### config.mk
export PLATFORM = sky130hd
export DESIGN_NAME = sparse_pe_v2
export DESIGN_NICKNAME = d
export VERILOG_FILES = /design/src/rtl/sparse_pe_v2.sv
export SDC_FILE = /design/constraint.sdc
export NUM_CORES = 2
export LEC_CHECK = 0
export CAP_MARGIN = 10
export CORE_ASPECT_RATIO = 1.25
export CORE_MARGIN = 1.5
export CORE_UTILIZATION = 55
export CTS_CLUSTER_DIAMETER = 30
export DETAILED_ROUTE_END_ITERATION = 8
export PLACE_DENSITY = 0.78
export RECOVER_POWER = 100
export SLEW_MARGIN = 20
export SYNTH_ARGS = -nofsm -noshare
export SYNTH_HDL_FRONTEND = slang
export SYNTH_SLANG_ARGS = --single-unit
### constraint.sdc
create_clock -name clk -period 7.2 [get_ports clk]
set_input_delay 1.44 -clock clk [delete_from_list [all_inputs] [get_ports clk]]
set_output_delay 1.44 -clock clk [all_outputs]
set_load 0.1 [all_outputs]
### src/rtl/sparse_pe_v2.sv
// sparse_pe_v2: weight-stationary sparse PE. Double-buffered N:M weights
// loaded over a tagged shift chain, metadata-driven activation select,
// two-stage multiply / reduce-accumulate pipeline, act/w/psum forwarding.
module sparse_pe_v2 #(
  parameter int ROWS   = 2,
  parameter int BETA   = 4,
  parameter int M      = 4,
  parameter int MUL_DW = 8,
  parameter int ADD_DW = 32,
  parameter int TAG_W  = 4,
  parameter int PE_ID  = 0,
  parameter int SAT    = 0
) (
  input  logic                                                   clk,
  input  logic                                                   rst_n,
  input  logic [MUL_DW*M*BETA-1:0]                               act_in,
  input  logic                                                   act_valid_in,
  input  logic [ROWS*ADD_DW-1:0]                                 acc_in,
  input  logic [ROWS*BETA*(MUL_DW+((M > 1) ? $clog2(M) : 1))-1:0] w_in,
  input  logic                                                   w_valid_in,
  input  logic [TAG_W-1:0]                                       w_tag_in,
  input  logic                                                   i_wb,
  input  logic                                                   clear,
  output logic [MUL_DW*M*BETA-1:0]                               act_out,
  output logic                                                   act_valid_out,
  output logic [ROWS*BETA*(MUL_DW+((M > 1) ? $clog2(M) : 1))-1:0] w_out,
  output logic                                                   w_valid_out,
  output logic [TAG_W-1:0]                                       w_tag_out,
  output logic [ROWS*ADD_DW-1:0]                                 acc_out,
  output logic                                                   acc_valid_out,
  output logic                                                   err
);

  localparam int META_W = (M > 1) ? $clog2(M) : 1;
  localparam int SW     = MUL_DW + META_W;
  localparam int WW     = ROWS * BETA * SW;
  localparam int PW     = 2 * MUL_DW;
  localparam int GW     = ADD_DW + 1;

  logic [WW-1:0]               wbuf0, wbuf1;
  logic [1:0]                  loaded;
  logic                        w_load;
  logic [WW-1:0]               cur_w;
  logic [SW-1:0]               slot;
  logic [META_W-1:0]           meta;
  logic signed [MUL_DW-1:0]    wgt, act;
  logic signed [PW-1:0]        prod;
  logic [ROWS*BETA*ADD_DW-1:0] prod_c, prod_q;
  logic [ROWS*ADD_DW-1:0]      acc1_q;
  logic                        v1_q;
  logic [ROWS*ADD_DW-1:0]      sum_c;
  logic signed [GW-1:0]        gsum;

  // A load coinciding with clear is dropped so the flushed loaded flags
  // never point at a half-committed buffer.
  assign w_load = !clear && w_valid_in && (w_tag_in == TAG_W'(PE_ID));

  // Shift-chain and activation forwarding; data only moves with its valid.
  always_ff @(posedge clk or negedge rst_n) begin
    if (!rst_n) begin
      act_out       <= '0;
      act_valid_out <= 1'b0;
      w_out         <= '0;
      w_valid_out   <= 1'b0;
      w_tag_out     <= '0;
    end else begin
      act_valid_out <= act_valid_in;
      w_valid_out   <= w_valid_in;
      if (act_valid_in) act_out <= act_in;
      if (w_valid_in) begin
        w_out     <= w_in;
        w_tag_out <= w_tag_in;
      end
    end
  end

  // Weight double buffer: tagged words land in buf[i_wb].
  always_ff @(posedge clk or negedge rst_n) begin
    if (!rst_n) begin
      wbuf0 <= '0;
      wbuf1 <= '0;
    end else if (w_load) begin
      if (i_wb) wbuf1 <= w_in;
      else      wbuf0 <= w_in;
    end
  end

  // Stage-1 operands: metadata picks each weight's activation from its block.
  always_comb begin
    cur_w  = i_wb ? wbuf0 : wbuf1;
    prod_c = '0;
    slot   = '0;
    meta   = '0;
    wgt    = '0;
    act    = '0;
    prod   = '0;
    for (int unsigned r = 0; r < ROWS; r++) begin
      for (int unsigned j = 0; j < BETA; j++) begin
        slot = cur_w[(r*BETA+j)*SW +: SW];
        wgt  = slot[MUL_DW-1:0];
        meta = slot[SW-1:MUL_DW];
        act  = '0;
        for (int unsigned k = 0; k < M; k++) begin
          if (M == 1 || meta == META_W'(k)) act = act_in[(j*M+k)*MUL_DW +: MUL_DW];
        end
        prod = wgt * act;
        if (loaded[~i_wb]) prod_c[(r*BETA+j)*ADD_DW +: ADD_DW] = ADD_DW'(prod);
      end
    end
  end

  // Stage-2 reduction with one guard bit, then wrap or clamp.
  always_comb begin
    sum_c = '0;
    gsum  = '0;
    for (int unsigned r = 0; r < ROWS; r++) begin
      gsum = GW'($signed(acc1_q[r*ADD_DW +: ADD_DW]));
      for (int unsigned j = 0; j < BETA; j++) begin
        gsum = gsum + GW'($signed(prod_q[(r*BETA+j)*ADD_DW +: ADD_DW]));
      end
      if (SAT != 0 && gsum[ADD_DW] != gsum[ADD_DW-1])
        sum_c[r*ADD_DW +: ADD_DW] = gsum[ADD_DW] ? {1'b1, {(ADD_DW-1){1'b0}}}
                                                 : {1'b0, {(ADD_DW-1){1'b1}}};
      else
        sum_c[r*ADD_DW +: ADD_DW] = gsum[ADD_DW-1:0];
    end
  end

  // Loaded flags, sticky error and the two pipeline stages.
  always_ff @(posedge clk or negedge rst_n) begin
    if (!rst_n) begin
      loaded        <= '0;
      err           <= 1'b0;
      v1_q          <= 1'b0;
      prod_q        <= '0;
      acc1_q        <= '0;
      acc_valid_out <= 1'b0;
      acc_out       <= '0;
    end else if (clear) begin
      loaded        <= '0;
      err           <= 1'b0;
      v1_q          <= 1'b0;
      prod_q        <= '0;
      acc1_q        <= '0;
      acc_valid_out <= 1'b0;
      acc_out       <= '0;
    end else begin
      if (w_load) loaded[i_wb] <= 1'b1;
      v1_q <= act_valid_in;
      if (act_valid_in) begin
        prod_q <= prod_c;
        acc1_q <= acc_in;
        if (!loaded[~i_wb]) err <= 1'b1;
      end
      acc_valid_out <= v1_q;
      if (v1_q) acc_out <= sum_c;
    end
  end

endmodule

==> results.md <==
Status:
- The flow ran to the end, but the final reports show violations.
- The checks that failed: capacitance limit, slew limit.

Clocking:
- Buffers inserted to repair hold after CTS numbered 0.
- Clock tree synthesis found a total of 635 sinks.
- The post-CTS setup repair buffer count is 0.
- The post-cts sizing count is 0.
- The clock passes through at most 3 buffers.
- The insertion delay to the later sink of the worst-skew pair is approximately 750 ps.
- TritonCTS created 135 clock buffers.
- The H-tree was split into 4 levels.
- TritonCTS built the clock tree.
- Clock-pin slew was measured on the worst setup and hold paths at 50 ps.
- The root buffer cell chosen for the clock tree is clkbuf_16.

Logic synthesis:
- Of the total synthesized cell area, the portion taken by XOR and XNOR cells is 0.03219.
- The top-area cell type share of the netlist area is 0.3107.
- The most used flip-flop cell after synthesis is dfrtp_1.
- Yosys mapped a number of flops with a built-in enable equal to 0.
- The number of instances in the synthesized netlist is 4738.
- Of the total synthesized cell area, the portion taken by AND, OR, NAND and NOR gates is 0.08134.
- The synthesized design spends more area on one cell type than any other, namely dfrtp_1.
- The synthesized-area fraction occupied by ao, oa, aoi and oai cells is 0.06906.
- The fraction of synthesis flops using an asynchronous set or reset pin is 1.000.
- In the post-synthesis netlist, the biggest area contributors are dfrtp_1 (31%), fa_1 (22%), mux2_2 (10%), ha_1 (7.3%), inv_1 (5.1%).
- The number of nets in the synthesized netlist is 5884.
- After synthesis, the netlist uses 73 different library cells.
- The sequential element share of the synthesized area is 0.3107.
- The portion of synthesized area spent on multiplexers is 0.1508.
- Each instance of the synthesized netlist takes up on average approximately 11 µm².
- The number of synthesis warnings is 0.
- By area, the combinational part of the netlist is dominated by adder cells.
- The flip-flop and latch count after synthesis is 635.
- The post-synth design cell area is 0.05114 mm².
- The share of synthesized cell area in full adder, half adder and majority cells is 0.2945.

Detailed routing:
- The routed layout has 37520 vias.
- After detailed routing, the average wire length per cell comes to 20.46 µm.
- The number of nets still failing antenna checks after routing is 0.
- In the routed layout, each cell is associated on average with a via count of 5.498.
- The wire length reported by the detailed router is between 100000 and 150000 µm.
- The violation count after the first detailed-routing iteration is 2313.
- The detailed-route DRC error count is 0.
- The number of iterations in the first detailed-routing pass is 8.

Worst setup path:
- STA classifies the critical path endpoint as a flip-flop.
- The capture instance of the worst register-to-register path is prod_q[78].
- Of all nets on the critical path, the largest fanout is 67.
- The worst register-to-register path begins at wbuf1[29].
- Data arrives at the worst endpoint at 7130 ps.
- Measured in cells, the most critical reg-to-reg path has a length of 23.
- STA puts the critical path data required time at 7780 ps.
- The nature of the critical path startpoint is an input pin.
- The kind of critical path is input pin to flip-flop.
- The worst register-to-register path has a setup slack of 1420 ps.

Placed design:
- The congestion estimate from routability-driven global placement came to 0.9488.
- The count of input and output buffers is 561.
- The post-detailed-placement half-perimeter wirelength is 110000 µm.
- The total placed instance area is 0.05963 mm².

Layout:
- The count of antenna diodes in the layout is 0.
- In the final layout, the multi-input gates occupy 0.03214 mm².
- Relative to the synthesized area, the layout overhead comes to 25.66%.
- The sequential cell area is 0.01589 mm².
- The layout has 6738 filler cells.
- In the final design database the tool counted 6666 nets.
- In the final layout, the share of cells above drive strength 1 is 0.1720.
- Summing all non-filler instances in the final layout gives an area of 0.06427 mm².

Timing:
- The transition at the pin with the smallest max-transition slack is between 5000 and 6000 ps.
- The tightest slew margin relative to the limit is -2.610.
- For the final database, setup skew stands at roughly 51 ps.
- The post-route fraction of the period consumed by the critical path is 0.9097.
- Setup repair after global routing left no endpoint under its margin.
- Timing would allow up to 152.7 MHz.
- The max-slew violation total from the final report is 503.
- Subtracting the final worst setup slack from the clock period gives between 6000 and 7000 ps.
- Across all hold checks on the routed design, the worst slack comes to about 470 ps.
- The hold violation total from the final report is 0.
- Setup violations remaining at the end of the flow were counted as 0.

Power:
- The worst-case IR drop observed on VDD is 0.2715 mV.
- The leakage component of the power is between 30 and 40 nW.
- The power density over the cells is 345.6 mW/mm².

Die:
- The floorplan step set the die height to 343.9 µm.
- The die is about 280 µm wide.
- The count of pins on the block boundary is approximately 560.
- The number of rows created at floorplan is approximately 120.
- The placeable core area is 0.09185 mm².
- For this configuration, the core starts out at a cell density of 0.5568.
- The area of the die is 0.09484 mm².

Global routing:
- The via count of the first global-routing pass is approximately 40000.
- Entering global routing, the biggest net connects 170 pins.
- The number of antenna violations at the first check in global routing is 1.
- The global-route wire length before repair is approximately 220000 µm.
- In the global route stage, overall resource usage came out at 0.3013.
- Summed over all layers, the global routing overflow is 0.

Worst hold path:
- The hold path startpoint is acc_out[27].
- The worst hold-check path type is flip-flop to flip-flop.
- Counting instances, the worst hold path has a depth of 2.
- The destination of the worst hold path is acc_out[27].

Run:
- The max-cap check violation count is 9.
## flip-flops by register name, summed over array words and instances, names as in the netlist, 2 cells and up
register   cells
w_out         80
w_tag_out      4
acc_out       64
wbuf1         80
acc1_q        64
prod_q       128
act_out      128
wbuf0         80
loaded         2
## cells in the final DEF (no fill, tap or decap), drive strengths merged, types with 8 or more instances in the layout
cell type      netlist  final
o21ai              197    197
bufinv               0     13
nor3                21     21
o31ai               14     14
mux2               462    462
o21bai              28     28
clkdlybuf4s50        0    276
nand2              248    248
dlygate4sd3          0    280
xnor2              122    122
o22ai                9      9
fa                 566    566
mux2i              251    251
a211o               11     11
and3                11     11
clkinvlp             0     20
a31oi               16     16
o41ai                9      9
nor2               509    509
xor2                66     66
a22o                36     36
o21a                33     33
inv                690    703
clkinv               1     36
nand2b              66     66
or2                 37     37
ha                 298    298
nor2b               37     37
buf                 33    209
nand4                8      8
a21oi               90     90
a211oi              14     14
clkbuf             100    177
dfrtp              635    635
a21o                51     51
nand3               19     19
## cell type report
class | instances | area share
multi-input combinational | 3279 | 0.5000
sequential | 635 | 0.2473
timing repair buffer | 778 | 0.1148
clock buffer | 164 | 0.05628
inverter | 691 | 0.04036
tap | 1197 | 0.02330
clock inverter | 81 | 0.01789
## synth_stat cells, drive strengths merged, types with 4 or more instances
cell type,number
a211o,11
a211oi,14
a21o,51
a21oi,90
a22o,36
a311oi,4
a31oi,16
and2,5
and3,11
buf,33
clkbuf,100
dfrtp,635
fa,566
ha,298
inv,690
mux2,462
mux2i,251
nand2,248
nand2b,66
nand3,19
nand4,8
nor2,509
nor2b,37
nor3,21
o211ai,6
o21a,33
o21ai,197
o21ba,5
o21bai,28
o22ai,9
o31ai,14
o41ai,9
or2,37
xnor2,122
xor2,66
## logic make-up after synthesis
| family | after synthesis |
|---|---|
| xor+xnor | 188 |
| mux | 713 |
| flops | 635 |
| compound gates | 542 |
| simple gates | 972 |
| fa+ha+maj | 864 |
| buf+inv | 824 |
## worst max path at each step
stage           from          end  slack, ps  cells after the start
2_1_floorplan   i_wb  prod_q[142]        200                     23
5_1_grt        rst_n    wbuf0[50]        230                      2
3_3_place_gp    i_wb   prod_q[14]         80                     23
3_5_place_dp    i_wb  prod_q[174]         -2                     23
4_1_cts         i_wb   prod_q[78]        710                     22
6_report       clear     wbuf0[7]        650                      5
## where the power goes
group / switching (W) / total [W] / internal, W
Sequential: 0.000180 / 0.00404 / 0.00386
Clock: 0.00224 / 0.00637 / 0.00412
Combinational: 0.00689 / 0.0118 / 0.00492
Total: 0.00931 / 0.0222 / 0.0129
## stage by stage
step	power, W	instances	setup WS (ps)	util	TNS [ps]
floorplan	0.01252	4738	204.1	-	0
global placement	0.01556	6580	75.52	0.6492	0
detailed placement	0.01587	6580	-2.090	0.6492	-3.839
CTS	0.02241	6825	714.0	0.7011	0
global route	0.02393	6825	234.0	0.6997	0
finish	0.02221	6825	650.2	0.6997	0
## layer usage
layer  track usage  wire length (µm)  up-vias
li1              -                 -    17060
met1        0.3707             55890    19040
met2        0.5324             71390     1136
met3       0.04692              7471      292
met4        0.1136              4888        2
met5             0                13        -
## critical path, cell delays in order
cell	delay [ps]
clkbuf_1	1160
nand3b_1	780
nor2_1	2060
clkbuf_4	1210
mux2_2	420
(Power assumes the default switching activity.)
